`src/rtl/multi_cycle_ctrl_if.sv`:
```
// Handshake/control bundle between the multi-cycle controller (master) and the shared datapath (slave).
interface multi_cycle_ctrl_if;
  logic [5:0] op_code;
  logic       zero;
  logic       mem_ready;
  logic       pc_write;
  logic       ir_write;
  logic       i_or_d;
  logic       mem_read;
  logic       mem_write;
  logic       mem_to_reg;
  logic       reg_dst;
  logic       reg_write;
  logic       alu_src_a;
  logic [1:0] alu_src_b;
  logic [1:0] alu_op;
  logic [1:0] pc_source;
  logic [3:0] state;
  logic       illegal_op;
  logic       bus_err;

  modport master (
    input  op_code, zero, mem_ready,
    output pc_write, ir_write, i_or_d, mem_read, mem_write, mem_to_reg,
           reg_dst, reg_write, alu_src_a, alu_src_b, alu_op, pc_source,
           state, illegal_op, bus_err
  );

  modport slave (
    output op_code, zero, mem_ready,
    input  pc_write, ir_write, i_or_d, mem_read, mem_write, mem_to_reg,
           reg_dst, reg_write, alu_src_a, alu_src_b, alu_op, pc_source,
           state, illegal_op, bus_err
  );
endinterface

```
`src/rtl/multi_cycle_ctrl.sv`:
```
// Moore controller sequencing a shared multi-cycle MIPS datapath (lw/sw/beq/R-type/j/addi).
// Define PERF_CNT_EN to add the instr_cnt completed-fetch counter port.
//
// state  | meaning
// IDLE   | post-reset, fetch next
// FETCH  | read instruction at PC, PC+4
// DECODE | register read, branch target
// MEMADR | lw/sw effective address
// MEMRD  | data read
// MEMWB  | load write-back
// MEMWR  | data write
// EXEC   | R-type ALU op
// RWB    | R-type write-back
// BRANCH | beq compare, conditional PC load
// JUMP   | PC <- jump target
// ADDIEX | addi ALU op
// ADDIWB | addi write-back
module multi_cycle_ctrl #(
  parameter int MEM_TIMEOUT = 16,
  parameter int CNT_W       = 5
) (
  input  logic                clk,
  input  logic                rst_n,
  multi_cycle_ctrl_if.master  bus
`ifdef PERF_CNT_EN
  ,
  output logic [31:0]         instr_cnt
`endif
);

  typedef enum logic [3:0] {
    IDLE   = 4'd0,
    FETCH  = 4'd1,
    DECODE = 4'd2,
    MEMADR = 4'd3,
    MEMRD  = 4'd4,
    MEMWB  = 4'd5,
    MEMWR  = 4'd6,
    EXEC   = 4'd7,
    RWB    = 4'd8,
    BRANCH = 4'd9,
    JUMP   = 4'd10,
    ADDIEX = 4'd11,
    ADDIWB = 4'd12
  } stateT;

  localparam logic [5:0] OpLw    = 6'b100011;
  localparam logic [5:0] OpSw    = 6'b101011;
  localparam logic [5:0] OpRtype = 6'b000000;
  localparam logic [5:0] OpBeq   = 6'b000100;
  localparam logic [5:0] OpJ     = 6'b000010;
  localparam logic [5:0] OpAddi  = 6'b001000;

  localparam logic [CNT_W-1:0] TimeoutCnt = CNT_W'(MEM_TIMEOUT - 1);

  if (MEM_TIMEOUT < 2 || (2 ** CNT_W) < MEM_TIMEOUT) begin : gBadParams
    $error("multi_cycle_ctrl: MEM_TIMEOUT must be >= 2 and fit in CNT_W bits");
  end

  stateT            stateQ, stateD;
  logic [CNT_W-1:0] waitCntQ, waitCntD;
  logic             memState;
  logic             memWaiting;
  logic             memTimeout;

  always_ff @(posedge clk or negedge rst_n) begin
    if (!rst_n) begin
      stateQ   <= IDLE;
      waitCntQ <= '0;
    end else begin
      stateQ   <= stateD;
      waitCntQ <= waitCntD;
    end
  end

  // The counter only runs while a memory state is stalled; a timeout clears it so a retried fetch gets a full window.
  always_comb begin
    memState   = (stateQ == FETCH) || (stateQ == MEMRD) || (stateQ == MEMWR);
    memWaiting = memState && !bus.mem_ready;
    memTimeout = memWaiting && (waitCntQ == TimeoutCnt);
    waitCntD   = '0;
    if (memWaiting && !memTimeout) begin
      waitCntD = waitCntQ + CNT_W'(1);
    end
  end

  always_comb begin
    stateD         = stateQ;
    bus.pc_write   = 1'b0;
    bus.ir_write   = 1'b0;
    bus.i_or_d     = 1'b0;
    bus.mem_read   = 1'b0;
    bus.mem_write  = 1'b0;
    bus.mem_to_reg = 1'b0;
    bus.reg_dst    = 1'b0;
    bus.reg_write  = 1'b0;
    bus.alu_src_a  = 1'b0;
    bus.alu_src_b  = 2'b00;
    bus.alu_op     = 2'b00;
    bus.pc_source  = 2'b00;
    bus.illegal_op = 1'b0;
    bus.bus_err    = 1'b0;

    case (stateQ)
      IDLE: stateD = FETCH;

      FETCH: begin
        bus.mem_read  = 1'b1;
        bus.alu_src_b = 2'b01;
        bus.ir_write  = bus.mem_ready;
        bus.pc_write  = bus.mem_ready;
        if (bus.mem_ready) begin
          stateD = DECODE;
        end else if (memTimeout) begin
          bus.bus_err = 1'b1;
          stateD      = FETCH;
        end
      end

      DECODE: begin
        bus.alu_src_b = 2'b11;
        case (bus.op_code)
          OpLw, OpSw: stateD = MEMADR;
          OpRtype:    stateD = EXEC;
          OpBeq:      stateD = BRANCH;
          OpJ:        stateD = JUMP;
          OpAddi:     stateD = ADDIEX;
          default: begin
            bus.illegal_op = 1'b1;
            stateD         = FETCH;
          end
        endcase
      end

      MEMADR: begin
        bus.alu_src_a = 1'b1;
        bus.alu_src_b = 2'b10;
        if (bus.op_code == OpSw) begin
          stateD = MEMWR;
        end else if (bus.op_code == OpLw) begin
          stateD = MEMRD;
        end else begin
          stateD = FETCH;
        end
      end

      MEMRD: begin
        bus.mem_read = 1'b1;
        bus.i_or_d   = 1'b1;
        if (bus.mem_ready) begin
          stateD = MEMWB;
        end else if (memTimeout) begin
          bus.bus_err = 1'b1;
          stateD      = FETCH;
        end
      end

      MEMWB: begin
        bus.mem_to_reg = 1'b1;
        bus.reg_write  = 1'b1;
        stateD         = FETCH;
      end

      MEMWR: begin
        bus.mem_write = 1'b1;
        bus.i_or_d    = 1'b1;
        if (bus.mem_ready) begin
          stateD = FETCH;
        end else if (memTimeout) begin
          bus.bus_err = 1'b1;
          stateD      = FETCH;
        end
      end

      EXEC: begin
        bus.alu_src_a = 1'b1;
        bus.alu_op    = 2'b10;
        stateD        = RWB;
      end

      RWB: begin
        bus.reg_dst   = 1'b1;
        bus.reg_write = 1'b1;
        stateD        = FETCH;
      end

      BRANCH: begin
        bus.alu_src_a = 1'b1;
        bus.alu_op    = 2'b01;
        bus.pc_source = 2'b01;
        bus.pc_write  = bus.zero;
        stateD        = FETCH;
      end

      JUMP: begin
        bus.pc_source = 2'b10;
        bus.pc_write  = 1'b1;
        stateD        = FETCH;
      end

      ADDIEX: begin
        bus.alu_src_a = 1'b1;
        bus.alu_src_b = 2'b10;
        bus.alu_op    = 2'b11;
        stateD        = ADDIWB;
      end

      ADDIWB: begin
        bus.reg_write = 1'b1;
        stateD        = FETCH;
      end

      default: stateD = FETCH;
    endcase
  end

  assign bus.state = stateQ;

`ifdef PERF_CNT_EN
  always_ff @(posedge clk or negedge rst_n) begin
    if (!rst_n) begin
      instr_cnt <= '0;
    end else if (bus.ir_write) begin
      instr_cnt <= instr_cnt + 32'd1;
    end
  end
`endif

endmodule

```
`src/flat_wrapper.sv`:
```
// flat-port wrapper written by rule: the top's interface ports become plain ports
module multi_cycle_ctrl_flat 
#(
  parameter int MEM_TIMEOUT = 16,
  parameter int CNT_W       = 5
)
  (clk, rst_n, bus_op_code, bus_zero, bus_mem_ready, bus_pc_write, bus_ir_write, bus_i_or_d, bus_mem_read, bus_mem_write, bus_mem_to_reg, bus_reg_dst, bus_reg_write, bus_alu_src_a, bus_alu_src_b, bus_alu_op, bus_pc_source, bus_state, bus_illegal_op, bus_bus_err);
  multi_cycle_ctrl_if bus_i ();
  input  logic clk;
  input  logic rst_n;
  input wire logic [$bits(bus_i.op_code)-1:0] bus_op_code;
  input wire logic [$bits(bus_i.zero)-1:0] bus_zero;
  input wire logic [$bits(bus_i.mem_ready)-1:0] bus_mem_ready;
  output wire logic [$bits(bus_i.pc_write)-1:0] bus_pc_write;
  output wire logic [$bits(bus_i.ir_write)-1:0] bus_ir_write;
  output wire logic [$bits(bus_i.i_or_d)-1:0] bus_i_or_d;
  output wire logic [$bits(bus_i.mem_read)-1:0] bus_mem_read;
  output wire logic [$bits(bus_i.mem_write)-1:0] bus_mem_write;
  output wire logic [$bits(bus_i.mem_to_reg)-1:0] bus_mem_to_reg;
  output wire logic [$bits(bus_i.reg_dst)-1:0] bus_reg_dst;
  output wire logic [$bits(bus_i.reg_write)-1:0] bus_reg_write;
  output wire logic [$bits(bus_i.alu_src_a)-1:0] bus_alu_src_a;
  output wire logic [$bits(bus_i.alu_src_b)-1:0] bus_alu_src_b;
  output wire logic [$bits(bus_i.alu_op)-1:0] bus_alu_op;
  output wire logic [$bits(bus_i.pc_source)-1:0] bus_pc_source;
  output wire logic [$bits(bus_i.state)-1:0] bus_state;
  output wire logic [$bits(bus_i.illegal_op)-1:0] bus_illegal_op;
  output wire logic [$bits(bus_i.bus_err)-1:0] bus_bus_err;
  assign bus_i.op_code = bus_op_code;
  assign bus_i.zero = bus_zero;
  assign bus_i.mem_ready = bus_mem_ready;
  assign bus_pc_write = bus_i.pc_write;
  assign bus_ir_write = bus_i.ir_write;
  assign bus_i_or_d = bus_i.i_or_d;
  assign bus_mem_read = bus_i.mem_read;
  assign bus_mem_write = bus_i.mem_write;
  assign bus_mem_to_reg = bus_i.mem_to_reg;
  assign bus_reg_dst = bus_i.reg_dst;
  assign bus_reg_write = bus_i.reg_write;
  assign bus_alu_src_a = bus_i.alu_src_a;
  assign bus_alu_src_b = bus_i.alu_src_b;
  assign bus_alu_op = bus_i.alu_op;
  assign bus_pc_source = bus_i.pc_source;
  assign bus_state = bus_i.state;
  assign bus_illegal_op = bus_i.illegal_op;
  assign bus_bus_err = bus_i.bus_err;
  multi_cycle_ctrl #(.MEM_TIMEOUT(MEM_TIMEOUT), .CNT_W(CNT_W)) u_core (.clk(clk), .rst_n(rst_n), .bus(bus_i));
endmodule
```
`config.mk`:
```
export PLATFORM = sky130hd
export DESIGN_NAME = multi_cycle_ctrl_flat
export DESIGN_NICKNAME = d
export VERILOG_FILES = /design/src/rtl/multi_cycle_ctrl_if.sv /design/src/rtl/multi_cycle_ctrl.sv /design/src/flat_wrapper.sv
export SDC_FILE = /design/constraint.sdc
export NUM_CORES = 1
export LEC_CHECK = 0
export BUFFER_PORTS_ARGS = -buffer_cell sky130_fd_sc_hd__buf_2
export CAP_MARGIN = 15
export CORE_ASPECT_RATIO = 1.4
export CORE_UTILIZATION = 40
export CTS_BUF_LIST = sky130_fd_sc_hd__clkbuf_8
export CTS_CLUSTER_DIAMETER = 40
export DETAILED_ROUTE_END_ITERATION = 12
export PLACE_DENSITY = 0.8
export SETUP_SLACK_MARGIN = 0.02
export SYNTH_ARGS = -nofsm -noshare
export SYNTH_HDL_FRONTEND = slang
export SYNTH_SLANG_ARGS = --single-unit
```
`constraint.sdc`:
```
create_clock -name clk -period 2.1 [get_ports clk]
set_input_delay 0.315 -clock clk [delete_from_list [all_inputs] [get_ports clk]]
set_output_delay 0.315 -clock clk [all_outputs]
set_load 0.02 [all_outputs]
```
* After elaboration in Yosys (flattened, before gate mapping)
Cells that the tools add are included.
** Cells by class
- Add/sub/neg operators :: 1
- Equality and inequality tests :: 18
- Muxes and demuxes :: 26
- Reductions and logical operators :: 16
** Operators by type and width (count)
- 4-bit case mux with 7 select lines :: 1
- 4-bit equality test, second input constant :: 5
- 4-bit two-way mux :: 5
- 4-bit case mux with 5 select lines :: 1
- 4-bit by 3-bit equality test with 1-bit output, second input constant :: 4
- 1-bit two-way mux :: 13
- 6-bit equality test, second input constant :: 2
- 2-bit case mux with 3 select lines :: 2
- 4-bit by 2-bit equality test with 1-bit output, second input constant :: 2
- 2-bit OR reduction :: 4
- 6-bit by 2-bit equality test with 1-bit output, second input constant :: 1
- 6-bit by 3-bit equality test with 1-bit output, second input constant :: 1
- 6-bit by 4-bit equality test with 1-bit output, second input constant :: 1
- 6-bit logical NOT :: 1
- 3-bit OR reduction :: 2
- 6-bit OR reduction :: 1
- 5-bit by 1-bit adder with 5-bit output, second input constant :: 1
- 5-bit by 4-bit equality test with 1-bit output, second input constant :: 1
- 5-bit two-way mux :: 1
- 4-bit by 1-bit equality test with 1-bit output, second input constant :: 1
- 2-bit case mux with 2 select lines :: 1
- 4-bit OR reduction :: 1
- 1-bit logical AND :: 3
- 3-bit two-way mux :: 1
- 3 further kinds :: 5
** Word-level totals
- Register bits :: 9
- Input port bits :: 10
- Logic and storage cells :: 63

* Longest topological paths before layout
Gate-level depths: netlist of the first run.
- Depth in word-level cells :: 8
- Depth in mapped cells :: 6
- Gate-level depth less buffers :: 6

* Least setup slack after synthesis of the first run
No wires, ideal clock.
- Path type :: flip-flop to output port
- Start :: register u_core.stateQ[3] (netlist: u_core.bus.state[3])
- End :: output bus_alu_src_b[0]
- Arrival time :: 1.501 ns
- Setup slack :: 0.284 ns
- Stages on the path, launching flop included :: 5
- Buffers on the path :: 2
- Cell sequence :: dfrtp_1 -> clkbuf_1 -> clkbuf_1 -> nor2_1 -> a21boi_0
** Between the ends
- Word-level cells in the longest chain between the ends :: 3
** RTL lines
- from (decl) :: RTL line multi_cycle_ctrl.sv:60 : stateT stateQ, stateD;
- from (signal assigned) :: RTL line multi_cycle_ctrl.sv:71 : stateQ <= stateD;
- 4-bit equality test / 4-bit by 2-bit equality test with 1-bit output (equally long branches) :: RTL line multi_cycle_ctrl.sv:104 : case (stateQ)
- 2-bit OR reduction (no source line)
- 2-bit case mux with 3 select lines * :: RTL line multi_cycle_ctrl.sv:104
- to (decl) :: RTL line flat_wrapper.sv:23 : output wire logic [$bits(bus_i.alu_src_b)-1:0] bus_alu_src_b;
Mark *: on every way between the ends. The rest lies on a longest branch, timed or not.

* Final worst setup path of the first run
- Start :: register u_core.stateQ[0] (netlist: u_core.bus.state[0])
- End :: output bus_illegal_op
** Between the ends
- Word-level cells in the longest chain between the ends :: 2
** RTL lines
- 4-bit by 2-bit equality test with 1-bit output :: RTL line multi_cycle_ctrl.sv:104
- 1-bit two-way mux :: RTL line multi_cycle_ctrl.sv:104
- to (decl) :: RTL line flat_wrapper.sv:27 : output wire logic [$bits(bus_i.illegal_op)-1:0] bus_illegal_op;
Every way passes these cells.

==> results of run 1 <==
report_power, final:
group | total [mW] | internal [mW] | leakage, nW | switching [mW]
registers | 0.224 | 0.203 | 0.121 | 0.0217
logic | 0.520 | 0.194 | 0.361 | 0.326
clock network | 0.193 | 0.127 | 0.0269 | 0.0660
total | 0.938 | 0.524 | 0.509 | 0.414
cells by family after synthesis:
group                      Yosys count
and+or+nand+nor                     55
xor gates and xnor gates             4
buffers and inverters               11
AOI/OAI and AO/OA                   19
DFF                                  9
muxes                                2
adders and majority gates            2
flip-flops by register name, summed over array words and instances (netlist names):
| name | cells |
|---|---|
| u_core.bus.state | 4 |
| u_core.waitCntQ | 5 |
worst max-delay path, cell delays in order, from the launching register on:
cell	delay (ns)
dfrtp_1	0.37
buf_4	0.18
nand2b_1	0.24
nor3_1	0.23
and4_1	0.22
buf_2	0.16
routing by layer:
| metal | track usage (%) | vias to the layer above |
|---|---|---|
| met5 | 0 | - |
| met4 | 12.1 | 0 |
| met3 | 1.24 | 5 |
| met2 | 35.6 | 20 |
| met1 | 27.3 | 394 |
| li1 | - | 423 |
cell type report:
class,count,area [um^2]
Tap cell,20,25.0
Inverter,6,22.5
Multi-Input combinational cell,82,499
Fill cell,169,779
Clock inverter,1,3.75
Clock buffer,3,41.3
Sequential cell,9,225
Timing Repair Buffer,34,183
stage by stage:
stage	utilization (%)	instance area [um^2]	hold slack, ns	power [mW]
finish	56.2	1000	0.459	0.938
global route	56.2	1000	0.486	1.02
CTS	56.2	1000	0.452	0.943
detailed placement	53.1	945	0.172	0.745
global placement	53.1	945	0.168	0.734
floorplan	-	767	0.0194	0.587
path summary, 6_finish.rpt:
path | startpoint | end | slack, ns
worst min-delay path | bus_op_code[1] | u_core.bus.state[2] | 0.46
worst max-delay path | u_core.bus.state[0] | bus_illegal_op | 0.16
worst min register to register | u_core.waitCntQ[0] | u_core.waitCntQ[0] | 0.49
worst max register to register | u_core.waitCntQ[0] | u_core.bus.state[0] | 0.40
max in group asynchronous | rst_n | u_core.waitCntQ[1] | 1.45
min in group asynchronous | rst_n | u_core.bus.state[1] | 0.47
repair_timing:
| item | 4_1_cts | 5_1_grt |
|---|---|---|
| hold buffers | 1 | 0 |
| buffers inserted | 0 | 0 |
| endpoints found under the hold margin | 9 | 0 |
synth_stat cells (all sizes together):
library cell / instances
a211oi: 1
and3: 3
a211o: 1
o211ai: 2
inv: 6
o21ai: 2
xnor2: 2
mux2: 1
dfrtp: 9
o221ai: 1
nand2: 7
buf: 2
o31a: 1
and4: 1
a21oi: 4
a21boi: 1
nand4: 1
nand3: 4
o21a: 1
xor2: 2
a22oi: 2
o22ai: 1
or3b: 1
nor2: 21
ha: 2
mux2i: 1
nor3: 5
o31ai: 2
nand2b: 7
or2: 1
clkbuf: 3
nor2b: 2
nor4: 2
==> summary.md, run 1 <==
| Metric | Value |
|---|---|
| Clock Latency Late Sink | 0.23 ns |
| Post-synthesis compound-gate area fraction | 17.0% |
| Final ANT Viol Nets | 0 |
| CTS tree | built |
| Finished Layout Cells | 155 |
| Root Buffer | clkbuf_8 |
| Register-to-Register Path Depth | 6 |
| Dpl cells | 150 |
| Pins over their slew limit | 0 |
| Share of layout cells above drive strength 1 | 31.9% |
| # DRC | 0 |
| Tot GR Track Use | 21.5% |
| Static Leak | 0.509 nW |
| Longest Clk Path Bufs | 2 |
| Tcrit/Tclk final | 92.4% |
| Synth Area in Simple Gates | 37.5% |
| Metal3 WL | 55 um |
| Routed wl met2 | 928 um |
| Commonest cells after routing, fill and taps aside | 30 x buf_2, 16 x nor2_1, 9 x dfrtp_1 |
| Avg Cell Area, Syn | 7.52 um^2 |
| Via count | 842 |
| Buffers on Ports | 30 |
| Seq cells post-synth | 9 |
| Crit path required time | 1.78 ns |
| Core Area | 0.00178 mm^2 |
| Main combinational cell family by area after synthesis | simple AND/OR/NAND/NOR gates |
| Total gr overflow | 0 |
| Crit path DAT | 1.63 ns |
| Post-detail-place hpwl | 1.41 mm |
| Worst setup margin | 0.159 ns |
| Unrepaired setup endpoints after global routing | false |
| I/O pin count | 31 |
| Dominant cells by area after synthesis | dfrtp_1 29%, nor2_1 7.8%, nand2b_1 4.9% |
| Drt wl/cell | 11.8 um |
| Vias per cell | 5.43 |
| Vias in the first global route | 758 |
| Setup CP Type | reg -> out |
| Synth unique cells | 36 |
| H-tree depth | 1 |
| Setup WS pre-CTS | 0.397 ns |
| Synth Cell Area | 767 um^2 |
| Synth Area in XOR/XNOR | 4.57% |
| Initial Util | 43.1% |
| WL met1 | 802 um |
| Final layout net count | 148 |
| Total CTS buffers | 3 |
| Final setup fails | 0 |
| Die area | 0.00210 mm^2 |
| Post-synthesis cell count | 102 |
| Global-route wire length before repair | 3.17 mm |
| Rows | 18 |
| Syn nets | 114 |
| Endpoints failing hold | 0 |
| First-pass iteration count of the detailed router | 4 |
| CP Max Fanout | 14 |
| Mux share of post-synthesis cell area | 2.77% |
| Minimum clock period | 1.94 ns |
| CP Capture Type | output pin |
| Area share of the largest cell type after synthesis | 29.4% |
| Adder-Cell Fraction of Synth Area | 3.26% |
| CTS resizes | 0 |
| Largest area contributor in the netlist | dfrtp_1 |
| Clock sink count | 9 |
| Maximum vdd drop | 0.000483 V |
| Seq/Total Area, Yosys | 29.4% |
| Worst-path clk slew | 0.04 ns |
| Commonest non-fill, non-tap cell in the layout | buf_2 |
| Highest metal used | met4 |
| Final wirelength | 1.83 mm |
| PwrDens | 938 mW/mm^2 |
| Startpoint types | flop |
| Maxcap violations | 0 |
| 1st-iter DRT viols | 11 |
| Die height | 53.8 um |
| Hold Crit Depth | 3 |
| Die Span X | 39.0 um |
| Antenna violations before repair | 0 |
| Worst slew pin tran | 0.514 ns |
| Largest net degree at the start of global routing | 19 |
| Clock skew | 0.00252 ns |
| GPL Wtd Cong | 0.846 |
| ANT cells | 0 |
| Fmax | 515 MHz |
| Number of synthesis warnings | 0 |
| Area Overhead vs Synth | 30.3% |
| Slew margin rel. | 65.7% |
| Status | complete, no violations |
| Hold Crit Class | in -> reg |
| Setup tns final | 0 ns |
Note: power is estimated with default switching activity, not from simulation.
==> inputs of run 2 (changes only) <==
CORE_ASPECT_RATIO = unset   (was 1.4)
RECOVER_POWER = 50   (was unset)
==> run 2 against run 1 <==
Effect of this change: clock-buffer cell count is the same; setup slack lost 0.012 ns; cell count grew 3.2%; hold slack lost 0.0010 ns; via count shrank 1.9%; core utilization grew 0.34 points; sequential share of layout area grew 0.057 points; first-iteration DRC count grew 45%; critical path type unchanged.
==> summary.md, run 2 (synthesis results as in run 1) <==
| Metric | Value |
|---|---|
| Root Buffer | clkbuf_8 |
| 1st-iter DRT viols | 16 (+5) |
| ANT cells | 0 (unchanged) |
| Worst path max stage delay | 0.37 ns (about the same) |
| Static Leak | 0.497 nW (-2.3%) |
| Final setup fails | 0 (unchanged) |
| Cell Int Power | 517 uW (-1.2%) |
| Commonest non-fill, non-tap cell in the layout | buf_2 |
| Flop pwr share | 23.7% (-0.2 points) |
| Rows | 15 (-3) |
| WHS Endpoint | u_core.bus.state[2] |
| Die height | 45.8 um (-15%) |
| Pins over their slew limit | 0 (unchanged) |
| Slowest CP cell | dfrtp_1 |
| Vias per cell | 5.16 (-5.0%) |
| Worst-path clk slew | 0.04 ns (about the same) |
| Total gr overflow | 0 (unchanged) |
| Unrepaired setup endpoints after global routing | false |
| Die area | 0.00210 mm^2 (-0.11%) |
| Drt wl/cell | 11.4 um (-3.8%) |
| GPL Wtd Cong | 0.797 (-5.8%) |
| Clock skew | 0.00123 ns (-0.00128 ns) |
| Fmax | 512 MHz (-0.61%) |
| H-tree depth | 1 (unchanged) |
| Final layout net count | 148 (unchanged) |
| Tcrit/Tclk final | 93.0% (+0.57 points) |
| Via count | 826 (-1.9%) |
| Crit path required time | 1.78 ns (about the same) |
| Final wirelength | 1.82 mm (-0.71%) |
| Tot GR Track Use | 19.5% (-2.1 points) |
| # DRC | 0 (unchanged) |
| Clock share of power | 20.8% (+0.2 points) |
| Largest net degree at the start of global routing | 19 (unchanged) |
| Setup WS pre-CTS | 0.414 ns (+0.0175 ns) |
| Reg2reg end | u_core.bus.state[0] |
| Clock sink count | 9 (unchanged) |
| Max reg flops | 5 (unchanged) |
| Worst slew pin tran | 0.532 ns (+0.0180 ns) |
| Startpoint types | flop |
| Hold Crit Depth | 3 (unchanged) |
| Hold path start | bus_op_code[1] |
| Maxcap violations | 0 (unchanged) |
| Total CTS buffers | 3 (unchanged) |
| Register-to-Register Path Depth | 6 (unchanged) |
| Die Span X | 45.8 um (+17%) |
| Dpl cell area | 951 um^2 (+0.66%) |
| Critical path, cell by cell | buf_4 -> nand2b_1 -> nor3_1 -> and4_1 -> buf_2 |
| Dpl cells | 155 (+3.3%) |
| Maximum vdd drop | 0.000447 V (-7.4%) |
| Setup CP Type | reg -> out |
| Final ANT Viol Nets | 0 (unchanged) |
| Logic pwr share | 55.4% (about the same) |
| Minimum clock period | 1.95 ns (+0.0119 ns) |
| Global-route wire length before repair | 2.90 mm (-8.5%) |
| Buffers on Ports | 30 (unchanged) |
| CTS resizes | 0 (unchanged) |
| Core Area | 0.00176 mm^2 (-0.84%) |
| Setup tns final | 0 ns (unchanged) |
| First-pass iteration count of the detailed router | 4 (unchanged) |
| Endpoints failing hold | 0 (unchanged) |
| Vias in the first global route | 678 (-11%) |
| Slew margin rel. | 64.5% (-1.2 points) |
| Largest Register | u_core.waitCntQ |
| Share of layout cells above drive strength 1 | 30.4% (-1.5 points) |
| Setup slack, reg-to-reg | 0.43 ns (+0.03 ns) |
| Hold-fix buffers, CTS | 1 (unchanged) |
| Net Sw Frac | 44.9% (+0.72 points) |
| Antenna violations before repair | 0 (unchanged) |
| Post-detail-place hpwl | 1.40 mm (-0.19%) |
| Net Sw Power | 421 uW (+1.7%) |
| PwrDens | 941 mW/mm^2 (+0.32%) |
| Crit path DAT | 1.64 ns (about the same) |
| CTS tree | built |
| Setup Buffers After CTS | 0 (unchanged) |
| Status | complete, no violations |
| Initial Util | 43.5% (+0.37 points) |
| Commonest cells after routing, fill and taps aside | 29 x buf_2, 16 x nor2_1, 9 x dfrtp_1 |
| R2R Path Start | u_core.waitCntQ[0] |
| Clock Latency Late Sink | 0.23 ns (about the same) |
| Longest Clk Path Bufs | 2 (unchanged) |
| Final instance area | 997 um^2 (-0.25%) |
| Area Overhead vs Synth | 30.0% |
| Hold Crit Class | in -> reg |
| Finished Layout Cells | 160 (+3.2%) |
| Worst setup margin | 0.147 ns (-0.0119 ns) |
| I/O pin count | 31 (unchanged) |
| CP Max Fanout | 14 (unchanged) |
| CP Capture Type | output pin |
## run 2: cell count changes in the layout (fill, tap and decap cells not counted)
cell and delta:
clkbuf_1 +1, buf_2 -1, nand2b_1 +1, nand2b_4 -1
## run 2: how the worst max path moves through the flow
stage / cells past startpoint / slack, ns / startpoint / endpoint
CTS: 5 / 0.15 / u_core.bus.state[0] / bus_illegal_op
global placement: 5 / 0.40 / u_core.bus.state[0] / bus_illegal_op
detailed placement: 5 / 0.41 / u_core.bus.state[0] / bus_illegal_op
floorplan: 4 / 0.28 / u_core.bus.state[3] / bus_alu_src_b[0]
finish: 5 / 0.15 / u_core.bus.state[0] / bus_illegal_op
global route: 5 / 0.07 / u_core.bus.state[0] / bus_illegal_op
## run 2: routing by layer
layer / GRT usage [%] / part of all wire, % / wire (um) / up-vias
li1: - / - / - / 424
met4: 8.82 / 1.2 / 21 / 0
met2: 29.4 / 47 / 861 / 22
met1: 27.6 / 47 / 851 / 378
met3: 2.38 / 4.6 / 83 / 2
met5: 0 / 0 / 0 / -
## run 2: power by group through the flow
| stage | Clock, mW | Combinational, mW | Sequential [mW] |
|---|---|---|---|
| 6_report | 0.196 | 0.520 | 0.223 |
| 5_1_grt | 0.208 | 0.573 | 0.225 |
| 4_1_cts | 0.199 | 0.527 | 0.222 |
| 3_5_place_dp | 0 | 0.524 | 0.225 |
| 3_3_place_gp | 0 | 0.514 | 0.223 |
| 2_1_floorplan | 0 | 0.334 | 0.253 |
## run 2: area by class of cell
| cell class | instances | area (um^2) |
|---|---|---|
| inverter | 6 | 22.5 |
| tap | 25 | 31.3 |
| sequential | 9 | 225 |
| fill | 173 | 767 |
| multi-input combinational | 82 | 492 |
| timing repair buffer | 34 | 181 |
| clock buffer | 3 | 41.3 |
| clock inverter | 1 | 3.75 |
## run 2: metrics by stage
step | power [mW] | hold slack, ns | util, %
detailed placement | 0.749 | 0.169 | 53.9
global route | 1.01 | 0.468 | 56.5
CTS | 0.948 | 0.457 | 57.0
global placement | 0.738 | 0.168 | 53.9
finish | 0.938 | 0.458 | 56.5
floorplan | 0.587 | 0.0194 | -
## run 2: critical path: cells and delay by family, from the launching register on
| family | cells | cell delay [ns] |
|---|---|---|
| and+or+nand+nor | 3 | 0.68 |
| buffers and inverters | 2 | 0.35 |
| DFF | 1 | 0.37 |
